File: src/rtl/fp32_div_issue.sv
// Issue stage in front of the iterative FP32 divider: classifies operands, resolves IEEE special
// cases locally, issues normal/normal pairs to the divider and supervises it with a watchdog.
module fp32_div_issue #(
    parameter int unsigned TIMEOUT_CYCLES = 64,
    parameter logic [31:0] QNAN           = 32'h7FC00000
) (
    input  logic        clk_i,
    input  logic        rst_i,
    input  logic [31:0] a_i,
    input  logic [31:0] b_i,
    input  logic        req_valid_i,
    output logic        req_ready_o,
    output logic [31:0] div_divident_o,
    output logic [31:0] div_divisor_o,
    output logic        div_start_o,
    input  logic        div_busy_i,
    input  logic        div_valid_i,
    input  logic [31:0] div_result_i,
    output logic        res_valid_o,
    input  logic        res_ready_i,
    output logic [31:0] result_o,
    output logic [3:0]  flags_o
);

    localparam int unsigned WdogW = $clog2(TIMEOUT_CYCLES) + 1;
    localparam logic [WdogW-1:0] WdogLast = WdogW'(TIMEOUT_CYCLES - 1);

    typedef enum logic [2:0] {StIdle, StClassify, StIssue, StWait, StDone} state_e;

    state_e            state_q, state_d;
    logic [31:0]       a_q, b_q;
    logic [31:0]       div_divident_q, div_divisor_q;
    logic [31:0]       result_q;
    logic [3:0]        flags_q;
    logic [WdogW-1:0]  wdog_q;

    // Exponent 0 covers denormals too: they are flushed to zero.
    logic a_zero, a_maxe, a_inf, a_nan, a_norm;
    logic b_zero, b_maxe, b_inf, b_nan, b_norm;
    logic sign;

    assign a_zero = (a_q[30:23] == 8'h00);
    assign a_maxe = (a_q[30:23] == 8'hFF);
    assign a_inf  = a_maxe && (a_q[22:0] == 23'h0);
    assign a_nan  = a_maxe && (a_q[22:0] != 23'h0);
    assign a_norm = !a_zero && !a_maxe;
    assign b_zero = (b_q[30:23] == 8'h00);
    assign b_maxe = (b_q[30:23] == 8'hFF);
    assign b_inf  = b_maxe && (b_q[22:0] == 23'h0);
    assign b_nan  = b_maxe && (b_q[22:0] != 23'h0);
    assign b_norm = !b_zero && !b_maxe;
    assign sign   = a_q[31] ^ b_q[31];

    logic        byp_hit;
    logic [31:0] byp_result;
    logic [3:0]  byp_flags;

    // Flags are {invalid, div_by_zero, timeout, bypass}; first matching case wins.
    always_comb begin
        byp_hit    = 1'b1;
        byp_result = 32'h0;
        byp_flags  = 4'b0001;
        if (a_nan || b_nan || (a_zero && b_zero) || (a_inf && b_inf)) begin
            byp_result = QNAN;
            byp_flags  = 4'b1001;
        end else if (a_norm && b_zero) begin
            byp_result = {sign, 8'hFF, 23'h0};
            byp_flags  = 4'b0101;
        end else if (a_inf) begin
            byp_result = {sign, 8'hFF, 23'h0};
        end else if (a_zero || b_inf) begin
            byp_result = {sign, 31'h0};
        end else begin
            byp_hit = 1'b0;
        end
    end

    always_ff @(posedge clk_i) begin
        if (rst_i) begin
            state_q <= StIdle;
        end else begin
            state_q <= state_d;
        end
    end

    always_comb begin
        state_d = state_q;
        unique case (state_q)
            StIdle:     if (req_valid_i) state_d = StClassify;
            StClassify: state_d = byp_hit ? StDone : StIssue;
            StIssue:    if (div_busy_i) state_d = StWait;
            StWait:     if (div_valid_i || (wdog_q == WdogLast)) state_d = StDone;
            StDone:     if (res_ready_i) state_d = StIdle;
            default:    state_d = StIdle;
        endcase
    end

    always_comb begin
        req_ready_o = (state_q == StIdle);
        div_start_o = (state_q == StIssue) && !div_busy_i;
        res_valid_o = (state_q == StDone);
    end

    always_ff @(posedge clk_i) begin
        if (rst_i) begin
            a_q            <= 32'h0;
            b_q            <= 32'h0;
            div_divident_q <= 32'h0;
            div_divisor_q  <= 32'h0;
            result_q       <= 32'h0;
            flags_q        <= 4'h0;
            wdog_q         <= '0;
        end else begin
            unique case (state_q)
                StIdle: begin
                    if (req_valid_i) begin
                        a_q <= a_i;
                        b_q <= b_i;
                    end
                end
                StClassify: begin
                    if (byp_hit) begin
                        result_q <= byp_result;
                        flags_q  <= byp_flags;
                    end else begin
                        div_divident_q <= a_q;
                        div_divisor_q  <= b_q;
                    end
                end
                StIssue: begin
                    if (div_busy_i) wdog_q <= '0;
                end
                StWait: begin
                    wdog_q <= wdog_q + 1'b1;
                    // A result arriving on the timeout cycle takes priority.
                    if (div_valid_i) begin
                        result_q <= div_result_i;
                        flags_q  <= 4'b0000;
                    end else if (wdog_q == WdogLast) begin
                        result_q <= QNAN;
                        flags_q  <= 4'b0010;
                    end
                end
                StDone: begin
                    if (res_ready_i) begin
                        div_divident_q <= 32'h0;
                        div_divisor_q  <= 32'h0;
                    end
                end
                default: ;
            endcase
        end
    end

    assign div_divident_o = div_divident_q;
    assign div_divisor_o  = div_divisor_q;
    assign result_o       = result_q;
    assign flags_o        = flags_q;

endmodule
File: config.mk
export PLATFORM = sky130hd
export DESIGN_NAME = fp32_div_issue
export DESIGN_NICKNAME = d
export VERILOG_FILES = /design/src/rtl/fp32_div_issue.sv
export SDC_FILE = /design/constraint.sdc
export NUM_CORES = 1
export LEC_CHECK = 0
export BUFFER_PORTS_ARGS = -buffer_cell sky130_fd_sc_hd__buf_2
export CORE_ASPECT_RATIO = 0.5
export CORE_MARGIN = 2
export CORE_UTILIZATION = 50
export DETAILED_ROUTE_END_ITERATION = 10
export GPL_ROUTABILITY_DRIVEN = 0
export GPL_TIMING_DRIVEN = 0
export PLACE_DENSITY = 0.79
export SLEW_MARGIN = 0
export SYNTH_ARGS = -nofsm -noshare
export SYNTH_HDL_FRONTEND = slang
export SYNTH_SLANG_ARGS = --single-unit
export TNS_END_PERCENT = 50
File: constraint.sdc
create_clock -name clk_i -period 2.4 [get_ports clk_i]
set_input_delay 0.12 -clock clk_i [delete_from_list [all_inputs] [get_ports clk_i]]
set_output_delay 0.12 -clock clk_i [all_outputs]
set_load 0.005 [all_outputs]
==> flow_summary.ini, run 1 <==
[flow_run]
maxCapViolCount = 0

[placement]
portBuffers = 204
place_hpwl_um = 13100
place_area_um2 = 7560
dp_cells = 1106

[critical_path]
reg2reg_from = b_q[23]
cp.arrival_ns = 2.59
crit_slowest_cell = or4_1
start_kind = register
ff2ff_path_depth = 8
crit_buf_inv = 2
timing.rr.end = div_divident_o[3]
cp_data_required_time_ns = 2.69
cpPeakStageDelay_ns = 0.62
crit_type = register to register
crit_path_end_kind = register
critical_path.top_delay_family = simple AND/OR/NAND/NOR gates
r2r_slack_ns = 0.11
path_cells = or4_1 > nor2_4 > nor4_4 > and2_1 > buf_6 > buf_2 > a22oi_1 > nor2_1
cp_max_fo = 10

[timing]
post-route-min-period_ns = 2.29
fin_crit_sh_pct = 95.6
slew_viol_final = 0
rsz0062_at_grt = false
setup_violations = 0
skew_ns = 0.0101
fin_tns_setup_ns = 0
relSlewSlack_pct = 55.1
final_hold_viol_count = 0
worst_pin_slew_ns = 0.670
fmax_ghz = 0.436

[synthesis]
syn_avg_cell_area_um2 = 8.59
yosysUniqueCellTypes = 38
yosysWarnings = 0
yosysSeqAreaShare_pct = 55.0
syn-instance-count = 737
syn_nets = 840
syn-cell-area_um2 = 6330
ys_ff_latch = 174
async_flop_share_pct = 0
synthFlopType = dfxtp_1
synth-edff-count = 0

[min_path]
min_path_type = input port to register
whs_path_depth = 3
hold_start = res_ready_i
holdPathEnd = state_q[2]

[clock_network]
insertion_delay_ns = 0.42
cts_max_path_buffers = 2
cts-root-buf = clkbuf_16
clkTransAtPathRegs_ns = 0.07
post_cts_buffers = 0
numCtsBuffers = 17
cts_sinks = 174
htree_levels = 4
cts_tree = yes

[detailed_routing]
first_pass_iters = 5
wl_per_cell_um = 16.7
drtAntennaViolNets = 0
post-route-drc-count = 0
totalWireLength_um = 20500
via_per_inst = 5.55
vias = 6791
drtIter0Drc = 553

[cells_and_area]
area_growth_pct = 42.5
final_area_um2 = 9020
drive_gt1_share_pct = 24.9
n_fill_cell = 850
multi_input_area_um2 = 2640
fin_util_pct = 74.6
final_cells = 1224
seqCellArea_um2 = 3480
diodes = 0
fin_nets = 1149

[floorplan]
start_util_pct = 52.4
die_area_um2 = 13600
rows = 28
io_pins = 205
die_x_um = 163
die_h_um = 83.6
core-area_um2 = 12100

[global_route]
grt_pass1_vias = 6467
grt_overflow = 0
grt_pass1_wl_um = 31900
grtUsageTotal_pct = 29.4
grt_max_degree = 18
antenna_found_initial = 2

[power]
irDropWorstVdd_v = 0.000525
powerDensity_nw_per_um2 = 922
leakagePower_nw = 3.82

[status]
status = complete, no violations
==> sequential cells by signal (all words and copies together), names as in the netlist <==
signal	count
wdog_q	7
state_q	3
div_divident_o	32
a_q	32
result_o	32
b_q	32
flags_o	4
div_divisor_o	32
==> worst max-delay path by stage <==
stage | start | end | slack, ns | cells past startpoint
after floorplan | wdog_q[0] | result_o[16] | 0.41 | 9
after global routing | b_q[23] | div_divident_o[3] | 0.01 | 8
after global placement | b_q[5] | result_o[31] | 0.08 | 6
after detailed placement | wdog_q[0] | result_o[19] | 0.01 | 9
after CTS | b_q[5] | result_o[31] | 0.05 | 6
final | b_q[23] | div_divident_o[3] | 0.11 | 8
==> power breakdown <==
group / switching [mW] / total [mW] / internal, mW / leakage, nW
registers: 0.257 / 3.46 / 3.21 / 1.41
logic: 1.43 / 2.25 / 0.820 / 2.15
clock network: 1.25 / 2.60 / 1.36 / 0.254
==> logic make-up (layout without fill, tap and decap cells) <==
kind of cell               count (synthesis)  count (layout)  share of synthesized area [%]
xor gates and xnor gates                   1               1                          0.138
muxes                                      2               2                          0.356
AOI/OAI and AO/OA                        195             195                           20.1
DFF                                      174             174                           55.0
and+or+nand+nor                          306             306                           20.1
buffers and inverters                     58             380                           4.01
adders and majority gates                  1               1                          0.198
==> cell usage in the layout, fill, tap and decap left out, drive strengths merged, types with 7 or more instances in the layout <==
cell / n
dfxtp: 174
inv: 12
nor3: 8
a22oi: 88
clkbuf: 53
a21oi: 81
nor4: 14
or4: 7
o211ai: 11
buf: 221
dlygate4sd3: 87
nor2: 106
nand2: 152
==> routing by layer <==
layer  part of all wire (%)  vias to the layer above  global-route usage, %
li1                       -                     3197                      -
met1                     42                     3202                   36.3
met2                     48                      343                   51.2
met3                    8.6                       45                   6.66
met4                    2.0                        4                   9.41
met5                   0.11                        -                      0
==> Yosys cell counts (2+ instances only) <==
master    count  share of area [%]
o311ai_0      2               0.28
nand4_1       6               0.59
nor2_2        2               0.20
mux2_2        2               0.36
or4_1         6               0.71
inv_1         4               0.24
nor2_1      104                6.2
clkbuf_1     37                2.2
o211ai_1     11                1.3
a21oi_1      81                6.4
nand2_1     152                9.0
buf_6         2               0.36
dfxtp_1     174                 55
a311oi_1      2               0.28
and2_1        3               0.30
nor3_1        8               0.63
nor4_1       13                1.3
nand3_1       6               0.47
o21ai_0       3               0.24
a22oi_1      87                 10
a32oi_1       2               0.28
buf_2        14                1.1
==> cell type report <==
type | instances | share of cell area, %
buffer | 53 | 2.61
clock buffer | 17 | 4.72
clock inverter | 15 | 1.39
inverter | 4 | 0.166
multi-input combinational | 505 | 29.2
sequential | 174 | 38.6
tap | 165 | 2.29
timing repair buffer | 291 | 21.0
==> timing repair <==
action / in CTS / in global routing
gates resized for setup: 1 / 7
setup endpoints to repair: 1 / 35
endpoints found under the hold margin: 87 / 0
hold buffers: 87 / 0
gates cloned: 0 / 0
==> through the flow <==
| step | hold WS [ns] | setup slack [ns] | power (mW) |
|---|---|---|---|
| finish | 0.0272 | 0.105 | 8.31 |
| global route | 0.0294 | 0.0141 | 8.67 |
| CTS | 0.0139 | 0.0543 | 8.21 |
| detailed placement | 0.365 | 0.0136 | 5.52 |
| global placement | 0.360 | 0.0828 | 5.47 |
| floorplan | 0.256 | 0.411 | 4.79 |
==> worst min-delay path, stage by stage <==
cell	delay (ns)
buf_2	0.11
nand2b_1	0.10
a21oi_1	0.06
Power figures use the tool's default switching activity.
==> run 2: changes to the inputs <==
--- a/config.mk
+++ b/config.mk
@@ -12,8 +12,7 @@
 export DETAILED_ROUTE_END_ITERATION = 10
 export GPL_ROUTABILITY_DRIVEN = 0
 export GPL_TIMING_DRIVEN = 0
-export PLACE_DENSITY = 0.79
-export SLEW_MARGIN = 0
+export PLACE_DENSITY = 0.87
 export SYNTH_ARGS = -nofsm -noshare
 export SYNTH_HDL_FRONTEND = slang
 export SYNTH_SLANG_ARGS = --single-unit
==> flow_summary.ini, run 2 (same netlist as run 1, synthesis figures left out) <==
[clock_network]
cts-root-buf = clkbuf_16
cts_tree = yes
cts_sinks = 174
cts_max_path_buffers = 2
htree_levels = 4
clkTransAtPathRegs_ns = 0.07
insertion_delay_ns = 0.42
numCtsBuffers = 17

[critical_path]
path_cells = nor4_1 > o211ai_1 > o22ai_1 > o211ai_1 > or3_1 > a211oi_1
crit_path_end_kind = register
cp_data_required_time_ns = 2.72
crit_type = register to register
cp.arrival_ns = 2.82
cp_max_fo = 3
cpPeakStageDelay_ns = 0.62
start_kind = register
crit_slowest_cell = nor4_1
cp_common_cell = o211ai_1
r2r_slack_ns = -0.1

[timing]
skew_ns = 0.0108
fmax_ghz = 0.400
post-route-min-period_ns = 2.50
worst_pin_slew_ns = 0.805
fin_ws_ns = -0.0980
relSlewSlack_pct = 46.0
setup_violations = 1
slew_viol_final = 0
final_hold_viol_count = 0
fin_crit_sh_pct = 104

[floorplan]
die_area_um2 = 13600
start_util_pct = 52.4
io_pins = 205
rows = 28
core-area_um2 = 12100
die_h_um = 83.6
die_x_um = 163

[status]
failed_checks = negative setup slack
status = finished, violations left

[power]
p_comb_share_pct = 27.2
pwr-share-seq_pct = 40.4
switching_share_pct = 34.8
leakagePower_nw = 3.86
intPower_mw = 5.62
irDropWorstVdd_v = 0.000527
powerDensity_nw_per_um2 = 948
p_total_mw = 8.62
p_sw_mw = 3.00
pwr-share-clk_pct = 32.4

[global_route]
grt_overflow = 0
grt_max_degree = 18
grt_pass1_wl_um = 33000
grt_pass1_vias = 6634
antenna_found_initial = 1
grtUsageTotal_pct = 30.7

[detailed_routing]
drtAntennaViolNets = 0
wl_per_cell_um = 18.1
via_per_inst = 5.78
post-route-drc-count = 0
first_pass_iters = 8
totalWireLength_um = 22100
vias = 7091
drtIter0Drc = 731

[flow_run]
maxCapViolCount = 0

[cells_and_area]
n_fill_cell = 802
fin_nets = 1150
layout_commonest_cell = buf_2
final_cell_mix = 218 x buf_2, 174 x dfxtp_1, 152 x nand2_1, 104 x nor2_1
drive_gt1_share_pct = 25.1
area_growth_pct = 43.6
seqCellArea_um2 = 3480
multi_input_area_um2 = 2640

[placement]
preCtsSetupSlack_ns = 0.0710
portBuffers = 204
place_hpwl_um = 13500

[min_path]
min_path_type = input port to register
## run 2: layout make-up
type	count	share of cell area, %
Tap cell	165	2.27
Timing Repair Buffer	292	21.0
Clock buffer	17	4.68
Sequential cell	174	38.3
Clock inverter	15	1.91
Multi-Input combinational cell	505	29.0
Buffer	53	2.59
Inverter	4	0.165
Antenna cell	1	0.0275
## run 2: final timing paths
path / from / to / cells after the start
worst min register to register: result_o[28] / result_o[28] / 2
worst max register to register: b_q[3] / result_o[31] / 6
worst min-delay path: res_ready_i / state_q[2] / 3
worst max-delay path: b_q[3] / result_o[31] / 6
## run 2: critical path, delay by kind of cell, from the launching register on
| family | cells | cell delay (ns) |
|---|---|---|
| simple gates | 2 | 1.10 |
| flops | 1 | 0.33 |
| compound gates | 4 | 0.98 |
## run 2: power groups by stage
stage               clock [mW]  sequential (mW)  combinational (mW)
detailed placement           0             3.51                2.01
global placement             0             3.49                1.96
CTS                       2.80             3.45                2.14
finish                    2.79             3.48                2.35
floorplan                    0             3.46                1.33
global route              2.92             3.51                2.53
## run 2: per-stage QoR
| stage | area [um^2] | util, % | setup TNS [ns] | hold slack [ns] | instances |
|---|---|---|---|---|---|
| 6_report | 9090 | 75.2 | -0.0980 | 0.0267 | 1226 |
| 4_1_cts | 9030 | 74.7 | 0 | 0.0193 | 1225 |
| 3_5_place_dp | 7560 | 62.5 | 0 | 0.365 | 1106 |
| 5_1_grt | 9090 | 75.2 | -0.0889 | 0.0344 | 1226 |
| 3_3_place_gp | 7560 | 62.5 | 0 | 0.355 | 1106 |
| 2_1_floorplan | 6330 | - | 0 | 0.256 | 737 |
## run 2: what timing repair did
action                                  4_1_cts  5_1_grt
hold endpoints to repair                     87        0
setup buffers                                 0        1
hold buffers                                 87        0
endpoints found under the setup margin        0      112
gates resized for setup                       0        8
## run 2: layer usage
layer | routed length [um] | vias to the layer above | global-route usage (%)
met5 | 0 | - | 0
met4 | 1060 | 0 | 15.3
met3 | 2100 | 118 | 5.96
met2 | 10400 | 506 | 52.0
met1 | 8590 | 3265 | 37.5
li1 | - | 3202 | -
==> run 3: changes to the inputs <==
--- a/config.mk
+++ b/config.mk
@@ -12,6 +12,7 @@
 export DETAILED_ROUTE_END_ITERATION = 10
 export GPL_ROUTABILITY_DRIVEN = 0
 export GPL_TIMING_DRIVEN = 0
+export HOLD_SLACK_MARGIN = 0.06
 export PLACE_DENSITY = 0.87
 export SYNTH_ARGS = -nofsm -noshare
 export SYNTH_HDL_FRONTEND = slang
==> flow_summary.ini, run 3 (same netlist as run 1, synthesis figures left out) <==
[status]
status = finished, violations left
failed_checks = negative setup slack

[floorplan]
die_area_um2 = 13600
die_h_um = 83.6
core-area_um2 = 12100
rows = 28
start_util_pct = 52.4
io_pins = 205
die_x_um = 163

[clock_network]
cts_sinks = 174
numCtsBuffers = 17
insertion_delay_ns = 0.42
clkTransAtPathRegs_ns = 0.07
htree_levels = 4
cts_tree = yes
cts-root-buf = clkbuf_16
cts_max_path_buffers = 2

[detailed_routing]
drtAntennaViolNets = 0
totalWireLength_um = 22300
first_pass_iters = 6
drtIter0Drc = 893
via_per_inst = 5.76
vias = 7133
post-route-drc-count = 0
wl_per_cell_um = 18.0

[placement]
portBuffers = 204
dp_cells = 1106
place_hpwl_um = 13500
place_area_um2 = 7560

[global_route]
grt_pass1_vias = 6684
grt_overflow = 0
grtUsageTotal_pct = 31.4
grt_pass1_wl_um = 33700
antenna_found_initial = 0
grt_max_degree = 18

[cells_and_area]
layout_commonest_cell = buf_2
fin_nets = 1164
final_area_um2 = 9220
diodes = 0
drive_gt1_share_pct = 25.0
final_cell_mix = 218 x buf_2, 174 x dfxtp_1, 152 x nand2_1, 103 x nor2_1, 99 x dlygate4sd3_1
final_cells = 1239
area_growth_pct = 45.6

[critical_path]
start_kind = register
cp.arrival_ns = 2.83
cp_data_required_time_ns = 2.72
cp_common_cell = o211ai_1
crit_buf_inv = 0
cp_max_fo = 3
path_cells = nor4_1 > o211ai_1 > o22ai_1 > o211ai_1 > or3_1 > a211oi_1
critical_path.top_delay_family = simple AND/OR/NAND/NOR gates
crit_slowest_cell = nor4_1
cpPeakStageDelay_ns = 0.61
ff2ff_path_depth = 6
r2r_slack_ns = -0.11
reg2reg_from = b_q[3]
crit_path_end_kind = register
crit_type = register to register
timing.rr.end = result_o[31]

[min_path]
hold_start = req_valid_i
min_path_type = input port to register
holdPathEnd = state_q[0]
whs_path_depth = 4

[power]
p_sw_mw = 3.00
irDropWorstVdd_v = 0.000523
intPower_mw = 5.63
switching_share_pct = 34.8
pwr-share-seq_pct = 40.3
powerDensity_nw_per_um2 = 937
p_total_mw = 8.63
p_comb_share_pct = 27.3
pwr-share-clk_pct = 32.4
leakagePower_nw = 3.91

[timing]
final_hold_viol_count = 0
slew_viol_final = 0
fmax_ghz = 0.399
worst_pin_slew_ns = 0.792
post-route-min-period_ns = 2.51
setup_violations = 1
fin_ws_ns = -0.106
fin_tns_setup_ns = -0.106
relSlewSlack_pct = 46.9
skew_ns = 0.00957
fin_crit_sh_pct = 104

[flow_run]
maxCapViolCount = 0
## run 3: worst max path at each step
| stage | start | to | slack, ns | depth (start not counted) |
|---|---|---|---|---|
| after floorplan | wdog_q[0] | result_o[16] | 0.41 | 9 |
| after global placement | wdog_q[0] | result_o[19] | 0.14 | 9 |
| after detailed placement | wdog_q[0] | result_o[21] | 0.07 | 9 |
| after CTS | a_q[0] | result_o[31] | 0.04 | 6 |
| after global routing | b_q[3] | result_o[31] | -0.07 | 6 |
| final | b_q[3] | result_o[31] | -0.11 | 6 |
## run 3: final cells by class
cell class | instances | area [um^2]
Sequential cell | 174 | 3480
Multi-Input combinational cell | 505 | 2640
Tap cell | 165 | 206
Inverter | 4 | 15.0
Buffer | 53 | 235
Timing Repair Buffer | 306 | 2030
Fill cell | 786 | 2870
Clock buffer | 17 | 425
Clock inverter | 15 | 174
## run 3: layer usage
layer | track usage, % | up-vias | part of all wire [%]
li1 | - | 3229 | -
met1 | 38.9 | 3310 | 39
met2 | 53.5 | 492 | 47
met3 | 5.61 | 102 | 9.6
met4 | 14.7 | 0 | 4.1
met5 | 0 | - | 0
## run 3: per-stage QoR
stage | worst slack [ns] | hold WS, ns | utilization, %
floorplan | 0.411 | 0.256 | -
global placement | 0.141 | 0.355 | 62.5
detailed placement | 0.0710 | 0.365 | 62.5
CTS | 0.0389 | 0.168 | 75.7
global route | -0.0739 | 0.220 | 76.3
finish | -0.106 | 0.176 | 76.3
## run 3: power groups by stage
stage                     registers, mW  clock network, mW  logic (mW)
after floorplan                    3.46                  0        1.33
after global placement             3.49                  0        1.96
after detailed placement           3.51                  0        2.01
after CTS                          3.45               2.80        2.15
after global routing               3.51               2.92        2.55
final                              3.48               2.80        2.36
## run 3: worst reg2reg max path: cells and delay by family (launching register included)
kind,cells,cell delay [ns]
compound gates,4,1.00
flops,1,0.33
simple gates,2,1.09
## run 3: repair_timing
item	in CTS	in global routing
hold endpoints to repair	99	0
gates resized for setup	0	10
hold buffers	99	0
setup buffers	0	3
setup endpoints to repair	0	126
